==> config.mk <==
export PLATFORM = sky130hd
export DESIGN_NAME = noahgaertner_loader
export DESIGN_NICKNAME = d
export VERILOG_FILES = /design/src/rtl/noahgaertner_pkg.sv /design/src/rtl/noahgaertner_loader_chk.sv /design/src/rtl/noahgaertner_loader.sv
export SDC_FILE = /design/constraint.sdc
export NUM_CORES = 1
export LEC_CHECK = 0
export CORE_UTILIZATION = 36
export DETAILED_ROUTE_END_ITERATION = 16
export DONT_BUFFER_PORTS = 1
export SYNTH_ARGS = -nofsm -noshare
export SYNTH_HDL_FRONTEND = slang
export SYNTH_SLANG_ARGS = --single-unit
==> constraint.sdc <==
create_clock -name clock -period 2 [get_ports clock]
set_input_delay 0 -clock clock [delete_from_list [all_inputs] [get_ports clock]]
set_output_delay 0 -clock clock [all_outputs]
set_load 0.02 [all_outputs]
==> src/rtl/noahgaertner_pkg.sv <==
// Shared types for the nibble CPU and its upstream loader: command field,
// opcode set, loader state encoding and the image geometry.
package noahgaertner_pkg;

  localparam int IMAGE_WORDS = 16;

  typedef enum logic [1:0] {
    CMD_LOADPROG = 2'd0,
    CMD_LOADDATA = 2'd1,
    CMD_SETRUNPT = 2'd2,
    CMD_RUNPROG  = 2'd3
  } cpu_cmd_e;

  typedef enum logic [3:0] {
    OP_NOP      = 4'd0,
    OP_LDI      = 4'd1,
    OP_ADD      = 4'd2,
    OP_SUB      = 4'd3,
    OP_AND      = 4'd4,
    OP_OR       = 4'd5,
    OP_XOR      = 4'd6,
    OP_LD       = 4'd7,
    OP_ST       = 4'd8,
    OP_JMP      = 4'd9,
    OP_JUMPTOIF = 4'd10,
    OP_HALT     = 4'd15
  } cpu_opcode_e;

  typedef enum logic [2:0] {
    ST_IDLE  = 3'd0,
    ST_CLEAR = 3'd1,
    ST_PROG  = 3'd2,
    ST_DATA  = 3'd3,
    ST_SETPT = 3'd4,
    ST_RUN   = 3'd5
`ifdef LOADER_CHECKSUM_EN
    ,
    ST_CHECK = 3'd6
`endif
  } loader_state_e;

endpackage

==> src/rtl/noahgaertner_loader_chk.sv <==
// Running XOR of the accepted image nibbles, compared against the trailing
// check nibble; the error flag is sticky until the next start or reset.
module noahgaertner_loader_chk (
  input  logic       clock,
  input  logic       reset,
  input  logic       clear,
  input  logic       acc_en,
  input  logic       cmp_en,
  input  logic [3:0] nibble,
  output logic       chk_err
);

  logic [3:0] acc;

  always_ff @(posedge clock) begin
    if (reset || clear) begin
      acc     <= 4'd0;
      chk_err <= 1'b0;
    end else begin
      if (acc_en)
        acc <= acc ^ nibble;
      if (cmp_en && (nibble != acc))
        chk_err <= 1'b1;
    end
  end

endmodule

==> src/rtl/noahgaertner_loader.sv <==
// Loader sequencer: clear, 16 program beats, 16 data beats, set run point,
// then N run steps. Define LOADER_CHECKSUM_EN for the CHECK state and chk_err.
// Handshake: a nibble is consumed on a clock edge where in_valid and in_ready
// are both high; in_ready depends only on state, never on in_valid.
module noahgaertner_loader
  import noahgaertner_pkg::*;
#(
  parameter int RUN_W = 8
) (
  input  logic             clock,
  input  logic             reset,
  input  logic             start,
  input  logic [3:0]       run_pc,
  input  logic [RUN_W-1:0] run_cycles,
  input  logic             jump_req,
  input  logic             in_valid,
  input  logic [3:0]       in_nibble,
  output logic             in_ready,
  output logic             cpu_nrst,
  output logic [1:0]       cpu_mode,
  output logic [3:0]       cpu_nibble,
  output logic             cpu_step,
  output logic             busy,
  output logic             done
`ifdef LOADER_CHECKSUM_EN
  ,
  output logic             chk_err
`endif
);

  loader_state_e    state;
  logic             phase;
  logic [3:0]       beat;
  logic [RUN_W-1:0] run_cnt;
  logic [RUN_W-1:0] cycles_q;
  logic [3:0]       pc_q;
  logic [3:0]       nib_q;
  logic             jump_q;
  logic             done_q;
  logic             load_hs;
  logic             start_hs;
  logic             last_beat;

  assign start_hs  = (state == ST_IDLE) && start;
  assign load_hs   = ((state == ST_PROG) || (state == ST_DATA)) && !phase && in_valid;
  assign last_beat = (beat == 4'(IMAGE_WORDS - 1));

`ifdef LOADER_CHECKSUM_EN
  logic check_hs;
  assign check_hs = (state == ST_CHECK) && in_valid;

  noahgaertner_loader_chk u_chk (
    .clock   (clock),
    .reset   (reset),
    .clear   (start_hs),
    .acc_en  (load_hs),
    .cmp_en  (check_hs),
    .nibble  (in_nibble),
    .chk_err (chk_err)
  );
`endif

  always_ff @(posedge clock) begin
    if (reset) begin
      state    <= ST_IDLE;
      phase    <= 1'b0;
      beat     <= 4'd0;
      run_cnt  <= '0;
      cycles_q <= '0;
      pc_q     <= 4'd0;
      nib_q    <= 4'd0;
      jump_q   <= 1'b0;
      done_q   <= 1'b0;
    end else begin
      done_q <= 1'b0;
      case (state)
        ST_IDLE: begin
          phase <= 1'b0;
          if (start_hs) begin
            pc_q     <= run_pc;
            cycles_q <= run_cycles;
            state    <= ST_CLEAR;
          end
        end
        ST_CLEAR: begin
          phase <= !phase;
          if (phase) begin
            beat  <= 4'd0;
            state <= ST_PROG;
          end
        end
        ST_PROG, ST_DATA: begin
          if (!phase) begin
            if (in_valid) begin
              nib_q <= in_nibble;
              phase <= 1'b1;
            end
          end else begin
            phase <= 1'b0;
            beat  <= beat + 4'd1;
            if (last_beat) begin
              if (state == ST_PROG)
                state <= ST_DATA;
              else
`ifdef LOADER_CHECKSUM_EN
                state <= ST_CHECK;
`else
                state <= ST_SETPT;
`endif
            end
          end
        end
`ifdef LOADER_CHECKSUM_EN
        ST_CHECK: begin
          if (check_hs)
            state <= ST_SETPT;
        end
`endif
        ST_SETPT: begin
          phase <= !phase;
          if (phase) begin
            run_cnt <= cycles_q;
            if (cycles_q == '0) begin
              state  <= ST_IDLE;
              done_q <= 1'b1;
            end else begin
              state <= ST_RUN;
            end
          end
        end
        ST_RUN: begin
          phase <= !phase;
          if (!phase) begin
            jump_q <= jump_req;
          end else begin
            run_cnt <= run_cnt - RUN_W'(1);
            if (run_cnt == RUN_W'(1)) begin
              state  <= ST_IDLE;
              done_q <= 1'b1;
            end
          end
        end
        default: begin
          state <= ST_IDLE;
          phase <= 1'b0;
        end
      endcase
    end
  end

  // Outputs decode from registered state only, so they hold steady all cycle.
  always_comb begin
    in_ready   = 1'b0;
    cpu_nrst   = 1'b0;
    cpu_mode   = CMD_LOADPROG;
    cpu_nibble = 4'd0;
    case (state)
      ST_PROG: begin
        cpu_nrst   = 1'b1;
        in_ready   = !phase;
        cpu_nibble = nib_q;
      end
      ST_DATA: begin
        cpu_nrst   = 1'b1;
        cpu_mode   = CMD_LOADDATA;
        in_ready   = !phase;
        cpu_nibble = nib_q;
      end
`ifdef LOADER_CHECKSUM_EN
      ST_CHECK: begin
        cpu_nrst = 1'b1;
        cpu_mode = CMD_LOADDATA;
        in_ready = 1'b1;
      end
`endif
      ST_SETPT: begin
        cpu_nrst   = 1'b1;
        cpu_mode   = CMD_SETRUNPT;
        cpu_nibble = pc_q;
      end
      ST_RUN: begin
        cpu_nrst   = 1'b1;
        cpu_mode   = CMD_RUNPROG;
        cpu_nibble = {jump_q, 3'b000};
      end
      default: begin
        in_ready = 1'b0;
      end
    endcase
  end

  assign cpu_step = phase;
  assign busy     = (state != ST_IDLE);
  assign done     = done_q;

endmodule

# [After elaboration in Yosys (flattened, before gate mapping)]
# Index checks and enable logic that the tools add are counted.
[totals] ff_bits=34 input_bits=21 out_inout_bits=11 elab_cells=70
[classes] addsub=2 n_eq_ne=14 muxes=28 bitwise=1 reduce_logical=16
[ops] operator="2-to-1 mux 3 bit" count=9
[ops] operator="2-to-1 mux 8 bit" count=2
[ops] operator="one-hot mux 8 bit (2 select lines)" count=1
[ops] operator="one-hot mux 3 bit (5 select lines)" count=1
[ops] operator="one-hot mux 4 bit (3 select lines)" count=1
[ops] operator="inequality test 2 bit (second input constant)" count=5
[ops] operator="AND reduction 3 bit" count=3
[ops] operator="equality test 8 x 1 -> 1 bit (second input constant)" count=1
[ops] operator="logical NOT 8 bit" count=1
[ops] operator="2-to-1 mux 1 bit" count=8
[ops] operator="2-to-1 mux 4 bit" count=2
[ops] operator="one-hot mux 4 bit (2 select lines)" count=1
[ops] operator="subtractor 8 x 1 -> 8 bit (second input constant)" count=1
[ops] operator="AND reduction 7 bit" count=1
[ops] operator="equality test 3 x 2 -> 1 bit (second input constant)" count=2
[ops] operator="equality test 3 bit (second input constant)" count=2
[ops] operator="one-hot mux 2 bit (3 select lines)" count=1
[ops] operator="adder 4 x 1 -> 4 bit (second input constant)" count=1
[ops] operator="equality test 4 bit (second input constant)" count=1
[ops] operator="inequality test 2 x 1 -> 1 bit (second input constant)" count=2
[ops] operator="one-hot mux 1 bit (2 select lines)" count=2
[ops] operator="AND reduction 2 bit" count=2
[ops] operator="nonzero test 2 bit" count=2
[ops] operator="OR reduction 4 bit" count=1
[ops] operator="other kinds (8)" count=8

# [Depth between registers and ports, before layout]
[depth] depth_word=5 mapped_depth=8 ltp_nobuf=6

# [Worst setup path after synthesis]
# Ideal clock, no wire load.
[synth_timing] path_type="flip-flop to flip-flop" startpoint="reg state[2]" endpoint="reg state[2]" setup_ps=136 arrival_ps=1624 required_ps=1864 setup_slack_ps=240 stages_incl_launch_ff=7 path_buffers=1 period_less_slack_ps=1760 path_cell_list="dfxtp_1 buf_2 inv_1 ha_1 a221o_1 a2111oi_0 a211oi_1"
[synth_between] elab_chain_cells=5 word_cells_on_any_way=20 cone_classes="12 x eq/ne; 4 x mux; 4 x reduce/logical"
[synth_lines] element="start: declaration" line_no="noahgaertner_loader.sv:31" text="loader_state_e state;"
[synth_lines] element="start signal: assignment" line_no="noahgaertner_loader.sv:65" text="state <= ST_IDLE;"
[synth_lines] element="start signal: assignment" line_no="noahgaertner_loader.sv:82" text="state <= ST_CLEAR;"
[synth_lines] element="start signal: assignment" line_no="noahgaertner_loader.sv:89" text="state <= ST_PROG;"
[synth_lines] element="equality test 3 x 2 -> 1 bit" line_no="noahgaertner_loader.sv:76, noahgaertner_loader.sv:102"
[synth_lines] element="2-to-1 mux 3 bit" line_no="noahgaertner_loader.sv:102" text="if (state == ST_PROG)"
[synth_lines] element="2-to-1 mux 3 bit" line_no="noahgaertner_loader.sv:101" text="if (last_beat) begin"
[synth_lines] element="2-to-1 mux 3 bit" line_no="noahgaertner_loader.sv:93" text="if (!phase) begin"
[synth_lines] element="one-hot mux 3 bit (5 select lines)" line_no="noahgaertner_loader.sv:76" text="case (state)"
# Parallel ways exist; a longest one is shown, timed or not. The select of a mux whose other input is x is not followed.
# A chain may end at the register's enable or synchronous reset.

# [Worst setup path in the final report]
[layout_timing] startpoint="reg state[1]" endpoint="out cpu_nibble[3]"
[layout_between] elab_chain_cells=3 word_cells_on_any_way=6 cone_classes="4 x eq/ne; 1 x mux; 1 x reduce/logical"
[layout_lines] element="equality test 3 x 2 -> 1 bit" line_no="noahgaertner_loader.sv:157" text="case (state)"
[layout_lines] element="OR reduction 2 bit (no line)"
[layout_lines] element="one-hot mux 4 bit (3 select lines) *" line_no="noahgaertner_loader.sv:157"
[layout_lines] element="end: declaration" line_no="noahgaertner_loader.sv:21" text="output logic [3:0] cpu_nibble,"
# Mark *: on every way between the ends. The rest lies on a longest branch, timed or not.

==> impl_metrics.env <==
export IMPL_final_hold_viol_count=0
export IMPL_io_pins=32
export IMPL_wl_per_cell_um=14.1
export IMPL_globalRouteTotalUtil_pct=18.6
export IMPL_critPathKind="reg2out"
export IMPL_leakage_nw=0.761
export IMPL_status="finished, violations left"
export IMPL_antenna_found_initial=0
export IMPL_grt_overflow_total=0
export IMPL_die_area_um2=5060
export IMPL_cap_violations=0
export IMPL_wl_mm=4.21
export IMPL_first_iter_violations=63
export IMPL_rr_worst_depth=5
export IMPL_num_fill_cells=447
export IMPL_fin_tns_setup_ns=0
export IMPL_synth_area_per_cell_um2=7.71
export IMPL_fp_dieH_um=71.1
export IMPL_clock_latency_ns=0.28
export IMPL_dp_worst_setup_slack_ns=0.207
export IMPL_cts_buffers=5
export IMPL_async_flop_share_pct=0
export IMPL_worst_pin_slew_ns=0.482
export IMPL_cp_startpoint="state[1]"
export IMPL_syn_to_final_growth_pct=24.3
export IMPL_reg2reg_from="state[2]"
export IMPL_antenna_diode_count=0
export IMPL_drt_vias_per_instance=5.45
export IMPL_ys_seq_area_share_pct=39.6
export IMPL_worstPathArrival_ns=1.84
export IMPL_htreeDepth=2
export IMPL_pwr_density_cell_nw_per_um2=1120
export IMPL_grt_max_degree=35
export IMPL_hp_class="in2reg"
export IMPL_relSlewSlack_pct=67.7
export IMPL_fp_coreArea_um2=4470
export IMPL_syn_cell_area_um2=1720
export IMPL_fmax_ghz=0.544
export IMPL_clockBufferDepth=2
export IMPL_syn_inst=223
export IMPL_synth_top_area_cell="dfxtp_1"
export IMPL_violations="design-rule violations"
export IMPL_timing_final_crit_share_pct=91.8
export IMPL_io_buffers=0
export IMPL_setup_viol=0
export IMPL_r2r_end="state[2]"
export IMPL_critPathLaunchType="register"
export IMPL_root_buffer="clkbuf_8"
export IMPL_clk_pin_slew_worst_paths_ns=0.07
export IMPL_crit_end="cpu_nibble[3]"
export IMPL_cp_required_ns=2.00
export IMPL_dr_total_vias=1631
export IMPL_synth_edf_count=0
export IMPL_ys_warn_count=0
export IMPL_finClkSkew_ns=0.00384
export IMPL_ys_types=43
export IMPL_slew_viol_final=0
export IMPL_drc=1
export IMPL_ys_flop_type="dfxtp_1"
export IMPL_die_w_um=71.1
export IMPL_drive_above_1_share_pct=10.1
export IMPL_vdd_drop_max_mv=0.489
export IMPL_grt_pass1_wl_mm=7.31
export IMPL_dp_hpwl_mm=2.89
export IMPL_place_congestion=0.848
export IMPL_dr_pass1_iters=12
export IMPL_tritoncts="built"
export IMPL_postRouteAntennaNets=0
export IMPL_min_period_ns=1.84
export IMPL_clock_sinks=34
export IMPL_ys_seq_elements=34
export IMPL_netlist_area_leader_share_pct=39.6
export IMPL_ys_top_cells_by_area="dfxtp_1, nand2_1, a21oi_1"
export IMPL_power_total_w=0.00239
export IMPL_layout_nets=273
export IMPL_rsz0062_at_grt="no"
export IMPL_worst_r2r_setup_slack_ns=0.18
export IMPL_crit_fanout=14
export IMPL_endpoint_kind="primary output"
export IMPL_grt_pass1_vias=1593
export IMPL_synthesis_nets=250
export IMPL_worst_slack_ns=0.163
export IMPL_rows=24
export IMPL_start_util_pct=38.5
## cells by family after synthesis
kind of cell,Yosys count,share of synthesized area (%)
mux,1,0.654
compound gates,59,20.9
simple gates,101,28.9
buf+inv,20,4.58
fa+ha+maj,6,4.36
xor+xnor,2,1.02
flops,34,39.6
## cell type report
cell class / count / area [µm²] / area share, %
repair buffers: 30 / 288 / 13.5
well taps: 52 / 65.1 / 3.04
inverters: 6 / 22.5 / 1.05
multi-input cells: 169 / 971 / 45.4
clock inverters: 2 / 37.5 / 1.76
clock buffers: 6 / 72.6 / 3.39
flip-flops and latches: 34 / 682 / 31.9
## worst min-delay path by stage
stage | start | to | slack, ns | depth (start not counted)
6_report | start | cycles_q[4] | 0.16 | 3
2_1_floorplan | run_pc[0] | pc_q[0] | 0.14 | 2
4_1_cts | start | pc_q[1] | 0.17 | 3
5_1_grt | start | pc_q[2] | 0.20 | 3
3_3_place_gp | reset | beat[2] | 0.08 | 1
3_5_place_dp | reset | run_cnt[0] | 0.08 | 1
## state kept, by name, summed over array words and instances (netlist names)
signal	cells
cycles_q	8
run_cnt	8
beat	4
nib_q	4
pc_q	4
state	3
cpu_step	1
done	1
jump_q	1
## where the power goes
group	internal [W]	switching, W	total, W
logic	0.000349	0.000517	0.000866
clock network	0.000372	0.000255	0.000626
registers	0.000772	0.000121	0.000894
total	0.00149	0.000893	0.00239
## worst max-delay path, stage by stage (launching register included)
cell,delay (ns)
dfxtp_1,0.56
inv_1,0.16
ha_1,0.49
nor2b_2,0.34
## repair_timing
item | in CTS | in global routing
hold endpoints to repair | 34 | 0
setup endpoints to repair | 0 | 5
gates resized for setup | 0 | 5
setup buffers | 0 | 0
hold buffers | 21 | 0
## metrics by stage
step	utilization, %	hold WS [ns]	cells	cell area [µm²]
after floorplan	-	0.136	223	1720
after global placement	40.2	0.0761	270	1800
after detailed placement	40.2	0.0776	270	1800
after CTS	47.5	0.167	299	2130
after global routing	47.8	0.199	299	2140
final	47.8	0.164	299	2140
## cell usage in the layout, fill, tap and decap left out, types with 6 or more instances in the layout
cell type / count
dlygate4sd3_1: 20
nand3_1: 6
nor2_1: 17
a21oi_1: 29
inv_1: 6
buf_4: 9
nor3_1: 9
nand2_1: 39
dfxtp_1: 33
o21ai_0: 8
ha_1: 6
## cells in the mapped netlist, types with 3 or more instances
cell	count
a21oi_1	29
a22oi_1	4
a31oi_1	3
buf_2	3
clkbuf_1	10
dfxtp_1	34
ha_1	6
inv_1	6
nand2_1	39
nand3_1	6
nor2_1	17
nor2b_1	7
nor3_1	9
nor3b_1	3
nor4_1	3
o21ai_0	8
or3_1	4
## per-layer routing
metal | vias to the layer above | global-route usage (%) | wire, µm
li1 | 842 | - | -
met1 | 740 | 24.3 | 2000
met2 | 41 | 29.1 | 1870
met3 | 8 | 4.84 | 247
met4 | 0 | 7.78 | 89
met5 | - | 0 | 0
(Power assumes the default switching activity.)
